<file path="config.mk">
export PLATFORM = sky130hd
export DESIGN_NAME = spi_slave_rx_flat
export DESIGN_NICKNAME = d
export VERILOG_FILES = /design/src/rtl/spi_slave_rx_if.sv /design/src/rtl/spi_slave_rx.sv /design/src/flat_wrapper.sv
export SDC_FILE = /design/constraint.sdc
export NUM_CORES = 1
export LEC_CHECK = 0
export BUFFER_PORTS_ARGS = -buffer_cell sky130_fd_sc_hd__buf_2
export CAP_MARGIN = 10
export CELL_PAD_IN_SITES_DETAIL_PLACEMENT = 0
export CELL_PAD_IN_SITES_GLOBAL_PLACEMENT = 1
export CORE_UTILIZATION = 40
export DETAILED_ROUTE_END_ITERATION = 12
export PLACE_DENSITY_LB_ADDON = 0.1
export SLEW_MARGIN = 40
export SYNTH_ARGS = -nofsm -noshare
export SYNTH_HDL_FRONTEND = slang
export SYNTH_SLANG_ARGS = --single-unit
</file>
<file path="constraint.sdc">
create_clock -name clk -period 2.51 [get_ports clk]
set_input_delay 0.6275 -clock clk [delete_from_list [all_inputs] [get_ports clk]]
set_output_delay 0.6275 -clock clk [all_outputs]
set_load 0.1 [all_outputs]
</file>
<file path="src/rtl/spi_slave_rx_if.sv">
// spi_slave_rx_if: received-frame stream from the SPI slave receiver.
//   data_o      - last good frame, bit 0 = first bit received
//   valid_o     - data_o holds an unconsumed frame
//   ready_i     - consumer accepts data_o when valid_o & ready_i
//   frame_err_o - one-cycle pulse, frame ended with wrong bit count
//   overrun_o   - one-cycle pulse, good frame dropped (previous unconsumed)
// modport master: the receiver side; modport slave: the consumer side.
interface spi_slave_rx_if #(
  parameter int DATA_WIDTH = 96
);
  logic [DATA_WIDTH-1:0] data_o;
  logic                  valid_o;
  logic                  ready_i;
  logic                  frame_err_o;
  logic                  overrun_o;

  modport master (output data_o, valid_o, frame_err_o, overrun_o, input ready_i);
  modport slave  (input data_o, valid_o, frame_err_o, overrun_o, output ready_i);
endinterface

</file>
<file path="src/rtl/spi_slave_rx.sv">
// spi_slave_rx: SPI slave receiver (mode 0, LSB first), oversampled in clk.
//   clk, rst          - system clock (>= 4x sclk), synchronous active-high reset
//   sclk, ss_n, mosi  - async SPI inputs from the master
//   miso              - serial response; driven only with SPI_SLAVE_RX_MISO_EN
//   tx_data_i         - response word, loaded on frame start (SPI_SLAVE_RX_MISO_EN)
//   rx                - frame stream (data/valid/ready/frame_err/overrun)
// Optional feature macro: SPI_SLAVE_RX_MISO_EN (default: miso tied low).
module spi_slave_rx #(
  parameter int DATA_WIDTH  = 96,
  parameter int SYNC_STAGES = 2
) (
  input  logic                  clk,
  input  logic                  rst,
  input  logic                  sclk,
  input  logic                  ss_n,
  input  logic                  mosi,
  output logic                  miso,
  input  logic [DATA_WIDTH-1:0] tx_data_i,
  spi_slave_rx_if.master        rx
);
  localparam int CW = $clog2(DATA_WIDTH + 1);
  localparam logic [CW-1:0] CNT_MAX = CW'(DATA_WIDTH);

  typedef enum logic [1:0] {IDLE, RECV, CHECK} state_t;
  state_t state_q, state_d;

  // Synchronizers; MSB is the last stage. Presets match the idle bus.
  logic [SYNC_STAGES-1:0] sclk_sync, ss_sync, mosi_sync;
  logic                   sclk_d;
  always_ff @(posedge clk) begin
    if (rst) begin
      sclk_sync <= '0;
      ss_sync   <= '1;
      mosi_sync <= '0;
      sclk_d    <= 1'b0;
    end else begin
      sclk_sync <= {sclk_sync[SYNC_STAGES-2:0], sclk};
      ss_sync   <= {ss_sync[SYNC_STAGES-2:0], ss_n};
      mosi_sync <= {mosi_sync[SYNC_STAGES-2:0], mosi};
      sclk_d    <= sclk_sync[SYNC_STAGES-1];
    end
  end

  logic sclk_s, ss_s, mosi_s, sclk_rise;
  assign sclk_s    = sclk_sync[SYNC_STAGES-1];
  assign ss_s      = ss_sync[SYNC_STAGES-1];
  assign mosi_s    = mosi_sync[SYNC_STAGES-1];
  assign sclk_rise = sclk_s & ~sclk_d;

  // FSM
  always_ff @(posedge clk) begin
    if (rst) state_q <= IDLE;
    else     state_q <= state_d;
  end

  always_comb begin
    state_d = state_q;
    case (state_q)
      IDLE:    if (!ss_s) state_d = RECV;
      RECV:    if (ss_s)  state_d = CHECK;
      CHECK:   state_d = IDLE;
      default: state_d = IDLE;
    endcase
  end

  logic enter_recv;
  assign enter_recv = (state_q == IDLE) && !ss_s;

  // Receive datapath and output port
  logic [CW-1:0]         cnt;
  logic [DATA_WIDTH-1:0] shreg;
  logic                  too_long;
  logic                  good;
  assign good = (cnt == CNT_MAX) && !too_long;

  always_ff @(posedge clk) begin
    if (rst) begin
      cnt            <= '0;
      shreg          <= '0;
      too_long       <= 1'b0;
      rx.data_o      <= '0;
      rx.valid_o     <= 1'b0;
      rx.frame_err_o <= 1'b0;
      rx.overrun_o   <= 1'b0;
    end else begin
      rx.frame_err_o <= 1'b0;
      rx.overrun_o   <= 1'b0;
      if (enter_recv) begin
        cnt      <= '0;
        shreg    <= '0;
        too_long <= 1'b0;
      end else if (state_q == RECV && sclk_rise) begin
        // shreg is cleared on entry, so OR-ing the bit in is enough
        if (cnt < CNT_MAX) begin
          shreg <= shreg | (DATA_WIDTH'(mosi_s) << cnt);
          cnt   <= cnt + 1'b1;
        end else begin
          too_long <= 1'b1;
        end
      end
      if (rx.valid_o && rx.ready_i) rx.valid_o <= 1'b0;
      // A CHECK load overrides the accept-clear above in the same cycle
      if (state_q == CHECK) begin
        if (good) begin
          if (!rx.valid_o || rx.ready_i) begin
            rx.data_o  <= shreg;
            rx.valid_o <= 1'b1;
          end else begin
            rx.overrun_o <= 1'b1;
          end
        end else begin
          rx.frame_err_o <= 1'b1;
        end
      end
    end
  end

`ifdef SPI_SLAVE_RX_MISO_EN
  logic [DATA_WIDTH-1:0] txreg, txshift;
  logic [CW-1:0]         tx_idx;
  logic                  sclk_fall;
  assign sclk_fall = ~sclk_s & sclk_d;
  assign txshift   = txreg >> tx_idx;

  always_ff @(posedge clk) begin
    if (rst) begin
      txreg  <= '0;
      tx_idx <= '0;
    end else if (enter_recv) begin
      txreg  <= tx_data_i;
      tx_idx <= '0;
    end else if (state_q == RECV && sclk_fall && tx_idx < CNT_MAX) begin
      tx_idx <= tx_idx + 1'b1;
    end
  end

  // Low outside RECV and once all DATA_WIDTH bits have been shifted out
  assign miso = (state_q == RECV && tx_idx < CNT_MAX) ? txshift[0] : 1'b0;
`else
  logic unused_tx;
  assign unused_tx = ^tx_data_i;
  assign miso      = 1'b0;
`endif
endmodule

</file>
<file path="src/flat_wrapper.sv">
// flat-port wrapper written by rule: the top's interface ports become plain ports
module spi_slave_rx_flat 
#(
  parameter int DATA_WIDTH  = 96,
  parameter int SYNC_STAGES = 2
)
  (clk, rst, sclk, ss_n, mosi, miso, tx_data_i, rx_data_o, rx_valid_o, rx_frame_err_o, rx_overrun_o, rx_ready_i);
  spi_slave_rx_if #(.DATA_WIDTH(DATA_WIDTH)) rx_i ();
  input  logic clk;
  input  logic rst;
  input  logic sclk;
  input  logic ss_n;
  input  logic mosi;
  output logic miso;
  input  logic [DATA_WIDTH-1:0] tx_data_i;
  output wire logic [$bits(rx_i.data_o)-1:0] rx_data_o;
  output wire logic [$bits(rx_i.valid_o)-1:0] rx_valid_o;
  output wire logic [$bits(rx_i.frame_err_o)-1:0] rx_frame_err_o;
  output wire logic [$bits(rx_i.overrun_o)-1:0] rx_overrun_o;
  input wire logic [$bits(rx_i.ready_i)-1:0] rx_ready_i;
  assign rx_data_o = rx_i.data_o;
  assign rx_valid_o = rx_i.valid_o;
  assign rx_frame_err_o = rx_i.frame_err_o;
  assign rx_overrun_o = rx_i.overrun_o;
  assign rx_i.ready_i = rx_ready_i;
  spi_slave_rx #(.DATA_WIDTH(DATA_WIDTH), .SYNC_STAGES(SYNC_STAGES)) u_core (.clk(clk), .rst(rst), .sclk(sclk), .ss_n(ss_n), .mosi(mosi), .miso(miso), .tx_data_i(tx_data_i), .rx(rx_i));
endmodule
</file>
==> results of run 1 <==
==> cell type report <==
cell class,instances,area (um^2)
multi-input cells,547,3370
fillers,1893,10100
well taps,265,332
inverters,4,20.0
flip-flops and latches,212,4240
clock inverters,9,101
repair buffers,130,753
clock buffers,31,656
==> layer usage <==
| layer | share of wire | GRT usage | wire (um) |
|---|---|---|---|
| met5 | 0 | 0 | 0 |
| met1 | 0.49 | 0.282 | 9880 |
| met3 | 0.048 | 0.0323 | 976 |
| met4 | 0.025 | 0.0644 | 499 |
| met2 | 0.44 | 0.308 | 8970 |
==> flip-flops by register name, indices dropped and copies added (netlist names), 2 cells and up <==
signal            flops
u_core.rx.data_o     96
u_core.cnt            7
u_core.shreg         96
u_core.state_q        2
u_core.sclk_sync      2
u_core.ss_sync        2
u_core.mosi_sync      2
==> logic make-up after synthesis <==
group | Yosys count | share of synthesized area
and+or+nand+nor | 338 | 0.185
DFF | 212 | 0.530
AOI/OAI and AO/OA | 107 | 0.106
muxes | 99 | 0.124
buffers and inverters | 82 | 0.0520
adders and majority gates | 2 | 0.00312
other | 1 | 0.000468
==> how the worst min path moves through the flow <==
stage,from,endpoint,cells past startpoint
after floorplan,u_core.ss_sync[0],u_core.ss_sync[1],1
after global placement,u_core.ss_sync[0],u_core.ss_sync[1],1
after detailed placement,u_core.ss_sync[0],u_core.ss_sync[1],1
after CTS,ss_n,u_core.ss_sync[0],2
after global routing,ss_n,u_core.ss_sync[0],2
final,ss_n,u_core.ss_sync[0],2
==> cells in the mapped netlist, types with 3 or more instances <==
cell / count / area (um^2)
buf_4: 7 / 52.6
buf_8: 5 / 75.1
nand2_1: 214 / 803
or3_1: 4 / 25.0
clkbuf_1: 40 / 150
a41oi_1: 49 / 429
mux2i_1: 99 / 991
dfxtp_1: 212 / 4240
buf_1: 5 / 18.8
inv_1: 3 / 11.3
nand3_1: 16 / 80.1
o2bb2ai_1: 24 / 210
buf_2: 21 / 105
nor2_1: 54 / 203
o22ai_1: 24 / 150
a21oi_1: 5 / 25.0
nor2b_1: 14 / 87.6
nand4_1: 10 / 62.6
==> worst register-to-register path, cell delays in order, from the launching register on <==
cell     delay, ns
dfxtp_1       0.43
nor4_2        0.47
and4_4        0.32
buf_4         0.42
mux2i_1       0.29
==> through the flow <==
stage / power, mW / utilization / cells / setup WS [ns] / cell area [um^2]
floorplan: 3.54 / - / 841 / 0.522 / 8010
global placement: 3.58 / 0.446 / 1158 / 0.412 / 8710
detailed placement: 3.58 / 0.446 / 1158 / 0.522 / 8720
CTS: 6.96 / 0.485 / 1198 / 0.493 / 9470
global route: 7.11 / 0.485 / 1198 / 0.361 / 9470
finish: 6.88 / 0.485 / 1198 / 0.493 / 9470
==> power breakdown <==
group | internal [mW] | leakage, nW | switching (mW) | total, mW
combinational | 0.0271 | 1.39 | 0.103 | 0.130
sequential | 3.37 | 1.71 | 0.00551 | 3.38
clock | 2.03 | 0.381 | 1.33 | 3.37
==> summary.md, run 1 <==
| Metric | Value |
|---|---|
| Status | `finished, final reports clean` |
| EDFF count, synth | `0` |
| Leakage power | `between 3 and 4 nW` |
| Post-synthesis sequential area ratio | `0.530` |
| # Max-Cap Violations | `0` |
| Routed via count | `6230` |
| Drt total wl | `a little over 20000 um` |
| Num CTS Buffers | `23` |
| Die height | `roughly 140 um` |
| Flops & latches, synth | `212` |
| Syn Inst Count | `roughly 840` |
| Clock root cell | `clkbuf_16` |
| Fin nets | `about 1000` |
| CP Cell Sequence | `nor4_2 -> and4_4 -> buf_4 -> mux2i_1` |
| Period minus WS final | `about 2.0 ns` |
| CP arrival | `between 2 and 2.5 ns` |
| Slowest library cell on the worst path | `nor4_2` |
| Setup Crit Path Kind | `flip-flop to flip-flop` |
| CP startpoint | `u_core.cnt[2]` |
| Worst Path Buf+Inv | `1` |
| Total GRT Usage | `0.199` |
| Starting density of the core | `0.410` |
| HPWL after DPL | `approximately 13000 um` |
| Ys flop type | `dfxtp_1` |
| Max H-tree Level | `1` |
| Post-CTS sizing | `0` |
| Hold_buf cts | `0` |
| First-pass GRT wire length | `approximately 32000 um` |
| Crit path to | `u_core.rx.data_o[63]` |
| RR Startpoint | `u_core.cnt[2]` |
| Hold/Removal Path Class | `primary input to flip-flop` |
| Port bufs | `around 100` |
| Fraction of registers with async set/reset | `0` |
| DR DRC count | `0` |
| Synthesized area per cell | `~9.5 um^2` |
| TNS Setup | `0 ns` |
| Number of core rows | `51` |
| Cells on worst reg2reg path | `4` |
| Reg2reg end | `u_core.rx.data_o[63]` |
| Leading cell type in the layout, fill and taps excluded | `nand2_1` |
| CP Launch Type | `flip-flop` |
| CP Max Fanout | `29` |
| ANT cells | `0` |
| Commonest cells after routing, fill and taps aside | `214 x nand2_1, 212 x dfxtp_1, 104 x buf_2` |
| DR WL/cell | `~17 um` |
| Post-CTS setup buffer count | `0` |
| Hold Vio Cnt, Final | `0` |
| TritonCTS clock tree | `yes` |
| Share of layout cells above drive strength 1 | `0.191` |
| CTS max path bufs | `3` |
| CP Capture Type | `flip-flop` |
| Area grow syn2layout | `18.3%` |
| Synthesized area | `~8000 um^2` |
| Io pins | `202` |
| Clock sinks | `about 210` |
| Final setup fails | `0` |
| Crit path largest cell delay | `about 0.47 ns` |
| Reg2Reg Setup Slack | `about 0.49 ns` |
| Initial antenna violation count | `0` |
| Syn Nets | `between 900 and 1000` |
| DRT iter0 DRCs | `roughly 430` |
| Largest delay share family, worst path | `simple AND/OR/NAND/NOR gates` |
| Largest net degree at the start of global routing | `between 90 and 100` |
| Peak supply drop | `between 0.0004 and 0.0005 V` |
| Normalized max-slew margin | `0.497` |
| Core area | `~20000 um^2` |
| Chip width | `144 um` |
| Fin. max-slew vios | `0` |
| PwrDens | `about 730 nW/um^2` |
| Fmax | `~0.50 GHz` |
| Post-route ant nets | `0` |
| Yosys warns | `0` |
| Drt pass-1 iters | `4` |
| Yosys cell types | `43` |
| Critical Path RT | `2.94 ns` |
| GRT Residual Overflow | `0` |
| Fin crit share | `0.804` |
| Fin Clk Skew | `~0.017 ns` |
| Vias/cell | `~5.2` |
| Crit path depth | `4` |
| Vias in the first global route | `a little under 6000` |
| Clock Pin Slew Worst Setup and Hold Paths | `0.06 ns` |
| RSZ-0062 raised after global routing | `no` |
| Die area | `a little over 20000 um^2` |
| Clk_lat worst skew | `around 0.51 ns` |
| Worst slew pin tran | `~0.75 ns` |
| Hold_ws | `approximately 0.31 ns` |
| Placer Congestion | `about 0.8` |
(Power assumes the default switching activity.)
==> run 2, diff against run 1 <==
==> constraint.sdc (replaced) <==
create_clock -name clk -period 1.9 [get_ports clk]
set_input_delay 0.475 -clock clk [delete_from_list [all_inputs] [get_ports clk]]
set_output_delay 0.475 -clock clk [all_outputs]
set_load 0.1 [all_outputs]
==> run 2 against run 1 <==
Against the previous run:
- sequential share of layout area shrank 1.5 points
- flip-flop and latch count is the same
- via count grew 1.6%
- largest cell class unchanged
- critical path depth shrank 3
- worst setup slack lost 0.38 ns
- design area grew 3.4%
- register-to-register slack lost 0.33 ns
- combinational power grew 46%
- core utilization grew 1.6 points
- sequential power grew 32%
==> summary.md, run 2 (same netlist as run 1, synthesis figures left out) <==
| Metric | Value |
|---|---|
| Clock sinks | `212 (unchanged)` |
| Vias/cell | `5.19 (-0.20%)` |
| Dpl cells | `1178 (+1.7%)` |
| Port bufs | `104 (unchanged)` |
| Setup Crit Path Kind | `flip-flop to output port` |
| Num CTS Buffers | `24 (+4.3%)` |
| DR DRC count | `0 (unchanged)` |
| Highest metal used | `met4` |
| Starting density of the core | `0.410 (unchanged)` |
| ANT cells | `0 (unchanged)` |
| Leading cell type in the layout, fill and taps excluded | `nand2_1` |
| Metal1 wirelength | `9900 um (+0.21%)` |
| Fin nets | `1043 (+2.1%)` |
| Fmax | `roughly 0.56 GHz` |
| Post-route ant nets | `0 (unchanged)` |
| CP arrival | `1.31 ns (-1.14 ns)` |
| Fin. max-slew vios | `0 (unchanged)` |
| Largest delay share family, worst path | `buffers and inverters` |
| PwrDens | `946 nW/um^2 (+30%)` |
| Max H-tree Level | `1 (unchanged)` |
| Die area | `20600 um^2 (unchanged)` |
| Total GRT Usage | `0.205 (+0.00520)` |
| GRT Residual Overflow | `0 (unchanged)` |
| Met3 WL | `1190 um (+22%)` |
| Period minus WS final | `~1.8 ns` |
| Power Total | `9.26 mW (+35%)` |
| TNS Setup | `0 ns (unchanged)` |
| Critical Path RT | `1.42 ns (-1.52 ns)` |
| Clock root cell | `clkbuf_16` |
| RSZ-0062 raised after global routing | `no` |
| Fin crit share | `0.941` |
| CP Capture Type | `output port` |
| Routed via count | `6332 (+1.6%)` |
| First-pass GRT wire length | `32700 um (+1.9%)` |
| Largest registers | `u_core.rx.data_o: 96 flops, u_core.shreg: 96 flops, u_core.cnt: 7 flops` |
| Clk_lat worst skew | `0.51 ns (about the same)` |
| # Max-Cap Violations | `0 (unchanged)` |
| Commonest cells after routing, fill and taps aside | `214 x nand2_1, 211 x dfxtp_1, 104 x buf_2` |
| Slowest library cell on the worst path | `buf_2` |
| # fillers | `1872 (-1.1%)` |
| CTS max path bufs | `3 (unchanged)` |
| Initial antenna violation count | `0 (unchanged)` |
| Share of layout cells above drive strength 1 | `0.209 (+0.0186)` |
| DRT iter0 DRCs | `382 (-12%)` |
| Placer Congestion | `0.823 (+5.6%)` |
| Largest net degree at the start of global routing | `75 (-24%)` |
| Peak supply drop | `0.000604 V (+39%)` |
| Drt pass-1 iters | `4 (unchanged)` |
| Crit path largest cell delay | `0.44 ns (-0.03 ns)` |
| Worst slew pin tran | `0.514 ns (-0.241 ns)` |
| Vias in the first global route | `6063 (+3.3%)` |
| Number of core rows | `51 (unchanged)` |
| Drt total wl | `20700 um (+1.8%)` |
| Area grow syn2layout | `22.3%` |
| Die height | `144 um (unchanged)` |
| Post-CTS setup buffer count | `0 (unchanged)` |
| Io pins | `202 (unchanged)` |
| Final setup fails | `0 (unchanged)` |
| Status | `finished, final reports clean` |
| Hold Vio Cnt, Final | `0 (unchanged)` |
| Met2 WL | `9050 um (+0.91%)` |
| DR WL/cell | `17.0 um (about the same)` |
| HPWL after DPL | `13900 um (+4.6%)` |
| CP Launch Type | `flip-flop` |
| CP Max Fanout | `2 (-93%)` |
| Final Non-Filler Cells | `1220 (+1.8%)` |
| Hold/Removal Path Class | `primary input to flip-flop` |
| Clock Pin Slew Worst Setup and Hold Paths | `0.06 ns (about the same)` |
| Worst Path Buf+Inv | `1 (unchanged)` |
| Normalized max-slew margin | `0.657 (+0.160)` |
| Fin Clk Skew | `0.0108 ns (-0.00616 ns)` |
| Chip width | `144 um (unchanged)` |
| Leakage power | `3.64 nW (+4.6%)` |
| CP Cell Sequence | `buf_2` |
| TritonCTS clock tree | `yes` |
| Core area | `19500 um^2 (unchanged)` |
run 2: changes by cell type in the layout (fill, tap and decap cells not counted), sizes merged:
| cell | before | now |
|---|---|---|
| bufinv | 2 | 1 |
| clkbuf | 31 | 37 |
| clkinv | 6 | 3 |
| buf | 130 | 150 |
run 2: where the power goes:
part / internal (mW) / switching, mW
Combinational: 0.0463 / 0.144
Sequential: 4.45 / 0.00603
Clock: 2.84 / 1.77
Total: 7.34 / 1.92
run 2: metrics by stage:
step	cell area [um^2]	hold WS [ns]	setup slack (ns)	util
6_report	9790	0.166	0.112	0.502
5_1_grt	9790	0.159	0.0513	0.502
4_1_cts	9790	0.152	0.0827	0.501
3_5_place_dp	8980	0.398	0.115	0.460
3_3_place_gp	8980	0.399	0.157	0.460
2_1_floorplan	8010	0.389	0.120	-
run 2: path summary, 6_finish.rpt:
path,start,end,slack (ns),cells after the start
max,u_core.rx.data_o[12],rx_data_o[12],0.11,1
min,ss_n,u_core.ss_sync[0],0.17,2
max reg2reg,u_core.cnt[0],u_core.rx.data_o[4],0.16,6
min reg2reg,u_core.ss_sync[0],u_core.ss_sync[1],0.41,1
run 2: area by class of cell:
| class | instances | area (um^2) | share of cell area |
|---|---|---|---|
| multi-input cells | 547 | 3380 | 0.345 |
| inverters | 4 | 20.0 | 0.00204 |
| repair buffers | 150 | 1020 | 0.104 |
| clock inverters | 5 | 53.8 | 0.00549 |
| clock buffers | 37 | 751 | 0.0766 |
| well taps | 265 | 332 | 0.0339 |
| flip-flops and latches | 212 | 4250 | 0.433 |
run 2: layer usage:
metal  track usage  up-vias
li1              -     3122
met1         0.290     3008
met2         0.315      166
met3        0.0350       36
met4        0.0644        0
met5             0        -
run 2: repair_timing:
action | 4_1_cts | 5_1_grt
hold buffers | 0 | 0
resized for setup | 0 | 1
endpoints found under the setup margin | 0 | 11
==> run 3, diff against run 2 <==
--- a/config.mk
+++ b/config.mk
@@ -12,6 +12,7 @@
 export CORE_UTILIZATION = 40
 export DETAILED_ROUTE_END_ITERATION = 12
 export PLACE_DENSITY_LB_ADDON = 0.1
+export SKIP_LAST_GASP = 1
 export SLEW_MARGIN = 40
 export SYNTH_ARGS = -nofsm -noshare
 export SYNTH_HDL_FRONTEND = slang
==> constraint.sdc (replaced) <==
create_clock -name clk -period 1.75 [get_ports clk]
set_input_delay 0.4375 -clock clk [delete_from_list [all_inputs] [get_ports clk]]
set_output_delay 0.4375 -clock clk [all_outputs]
set_load 0.1 [all_outputs]
==> run 3 against run 2 <==
Against the previous run:
- sequential power increased by 8.5%
- wire length increased by 4.5%
- via count decreased by 0.46%
- clock power decreased by 3%
- clock-buffer cell count decreased by 4
- clock skew increased by 0.0051 ns
- critical path depth increased by 5
==> summary.md, run 3 (same netlist as run 1, synthesis figures left out) <==
| Metric | Value |
|---|---|
| Port bufs | `104 (unchanged)` |
| Routed via count | `6303 (-0.46%)` |
| Commonest cells after routing, fill and taps aside | `214 x nand2_1, 211 x dfxtp_1, 98 x mux2i_1` |
| Final setup fails | `0 (unchanged)` |
| CP Launch Type | `flip-flop` |
| Io pins | `202 (unchanged)` |
| ANT cells | `0 (unchanged)` |
| RSZ-0062 raised after global routing | `yes` |
| DR DRC count | `0 (unchanged)` |
| Sw frac | `0.211 (+0.00293)` |
| Area of the multi-input gates | `3390 um^2 (+0.30%)` |
| Vias/cell | `5.12 (-1.3%)` |
| TritonCTS clock tree | `yes` |
| Chip width | `144 um (unchanged)` |
| HPWL after DPL | `14200 um (+2.1%)` |
| Largest net degree at the start of global routing | `70 (-6.7%)` |
| Leakage power | `3.68 nW (+0.93%)` |
| DRT iter0 DRCs | `309 (-19%)` |
| Status | `finished, final reports clean` |
| Cells on worst reg2reg path | `6 (unchanged)` |
| FF/Latch Area | `4250 um^2 (unchanged)` |
| DR WL/cell | `17.6 um (+3.6%)` |
| Num CTS Buffers | `23 (-4.2%)` |
| Drt pass-1 iters | `5 (+1)` |
| PwrDens | `964 nW/um^2 (+1.9%)` |
| Slowest library cell on the worst path | `dfxtp_1` |
| Starting density of the core | `0.410 (unchanged)` |
| Max H-tree Level | `1 (unchanged)` |
| Seq pwr share | `0.508 (+0.027)` |
| Vias in the first global route | `6016 (-0.78%)` |
| Critical Path RT | `2.17 ns (+0.75 ns)` |
| Logic pwr share | `0.022 (about the same)` |
| Power Total | `9.53 mW (+2.9%)` |
| CP Cell Sequence | `nor4_4 -> buf_4 -> and4_4 -> buf_4 -> buf_16 -> mux2i_1` |
| HP Start | `ss_n` |
| Die area | `20600 um^2 (unchanged)` |
| Fin crit share | `0.991` |
| Sw Pwr | `2.01 mW (+4.4%)` |
| CP startpoint | `u_core.cnt[4]` |
| Clock Pin Slew Worst Setup and Hold Paths | `0.06 ns (about the same)` |
| Hold Vio Cnt, Final | `0 (unchanged)` |
| Number of core rows | `51 (unchanged)` |
| Crit path largest cell delay | `0.34 ns (-0.10 ns)` |
| Placer Congestion | `0.807 (-1.9%)` |
| Clock root cell | `clkbuf_16` |
| TNS Setup | `0 ns (unchanged)` |
| Worst Path Buf+Inv | `3 (+2)` |
| Crit path depth | `6 (+5)` |
| Period minus WS final | `1.73 ns` |
| Hold_ws | `0.124 ns (-0.0419 ns)` |
| Largest registers | `u_core.rx.data_o: 96 flops, u_core.shreg: 96 flops, u_core.cnt: 7 flops` |
| Clk_lat worst skew | `0.51 ns (about the same)` |
| Total GRT Usage | `0.205 (about the same)` |
| CP Capture Type | `flip-flop` |
| Initial antenna violation count | `0 (unchanged)` |
| Drt total wl | `21600 um (+4.5%)` |
| Fin. max-slew vios | `0 (unchanged)` |
| GRT Residual Overflow | `0 (unchanged)` |
| Clock sinks | `212 (unchanged)` |
| Hold/Removal Path Class | `primary input to flip-flop` |
| Peak supply drop | `0.000579 V (-4.1%)` |
| Most used cell, CP | `buf_4` |
| # Max-Cap Violations | `0 (unchanged)` |
| RR Startpoint | `u_core.cnt[4]` |
| CP Max Fanout | `18 (+16)` |
| Post-route ant nets | `0 (unchanged)` |
| Die height | `144 um (unchanged)` |
| CP arrival | `2.15 ns (+0.84 ns)` |
| Fmax | `between 0.5 and 0.6 GHz` |
| P_int | `7.53 mW (+2.5%)` |
| Leading cell type in the layout, fill and taps excluded | `nand2_1` |
| Hold Path Cell Cnt | `2 (unchanged)` |
| Largest delay share family, worst path | `simple AND/OR/NAND/NOR gates` |
| Setup Crit Path Kind | `flip-flop to flip-flop` |
| Core area | `19500 um^2 (unchanged)` |
| Fin nets | `1059 (+1.5%)` |
| First-pass GRT wire length | `32900 um (+0.51%)` |
| CTS max path bufs | `3 (unchanged)` |
| # fillers | `1893 (+1.1%)` |
| Fin Clk Skew | `0.0159 ns (+0.00506 ns)` |
| Area grow syn2layout | `23.4%` |
| Share of layout cells above drive strength 1 | `0.217 (+0.00797)` |
| Clock share of power | `0.470 (-0.028)` |
==> run 3: power by group through the flow <==
stage | Sequential (mW) | Clock (mW) | Combinational [mW]
after floorplan | 4.95 | 0 | 0.138
after global placement | 4.95 | 0 | 0.210
after detailed placement | 4.95 | 0 | 0.213
after CTS | 4.84 | 4.60 | 0.213
after global routing | 4.84 | 4.80 | 0.232
final | 4.84 | 4.48 | 0.213
==> run 3: final timing paths <==
| path | endpoint | slack (ns) |
|---|---|---|
| worst max register to register | u_core.rx.data_o[26] | 0.02 |
| worst min-delay path | u_core.ss_sync[0] | 0.12 |
| worst max-delay path | u_core.rx.data_o[26] | 0.02 |
| worst min register to register | u_core.ss_sync[1] | 0.41 |
==> run 3: timing repair <==
action | CTS | global route
cloned | 0 | 4
hold buffers | 0 | 0
gates resized for setup | 6 | 15
endpoints found under the setup margin | 6 | 90
pin swaps | 0 | 1
setup buffers | 0 | 3
==> run 3: through the flow <==
step | instances | setup slack, ns | util | instance area (um^2)
after detailed placement | 1188 | 0.00791 | 0.463 | 9030
final | 1231 | 0.0160 | 0.506 | 9890
after CTS | 1224 | -0.0211 | 0.498 | 9730
after global routing | 1231 | -0.0465 | 0.506 | 9890
after global placement | 1188 | 0.0551 | 0.463 | 9030
after floorplan | 841 | 0.0444 | - | 8010
==> run 3: routing by layer <==
metal | routed length [um] | global-route usage
met1 | 10500 | 0.296
met2 | 9680 | 0.322
met3 | 1250 | 0.0293
met4 | 201 | 0.0437
met5 | 0 | 0
==> run 3: area by class of cell <==
cell class	count	share of cell area
clock buffer	33	0.0640
timing repair buffer	167	0.124
tap	265	0.0335
inverter	4	0.00202
clock inverter	3	0.00443
sequential	212	0.429
multi-input combinational	547	0.343
==> run 3: worst register-to-register path, cell delays in order, from the launching register on <==
cell and delay, ns:
dfxtp_1 0.34, nor4_4 0.31, buf_4 0.17, and4_4 0.26, buf_4 0.15, buf_16 0.17
mux2i_1 0.26
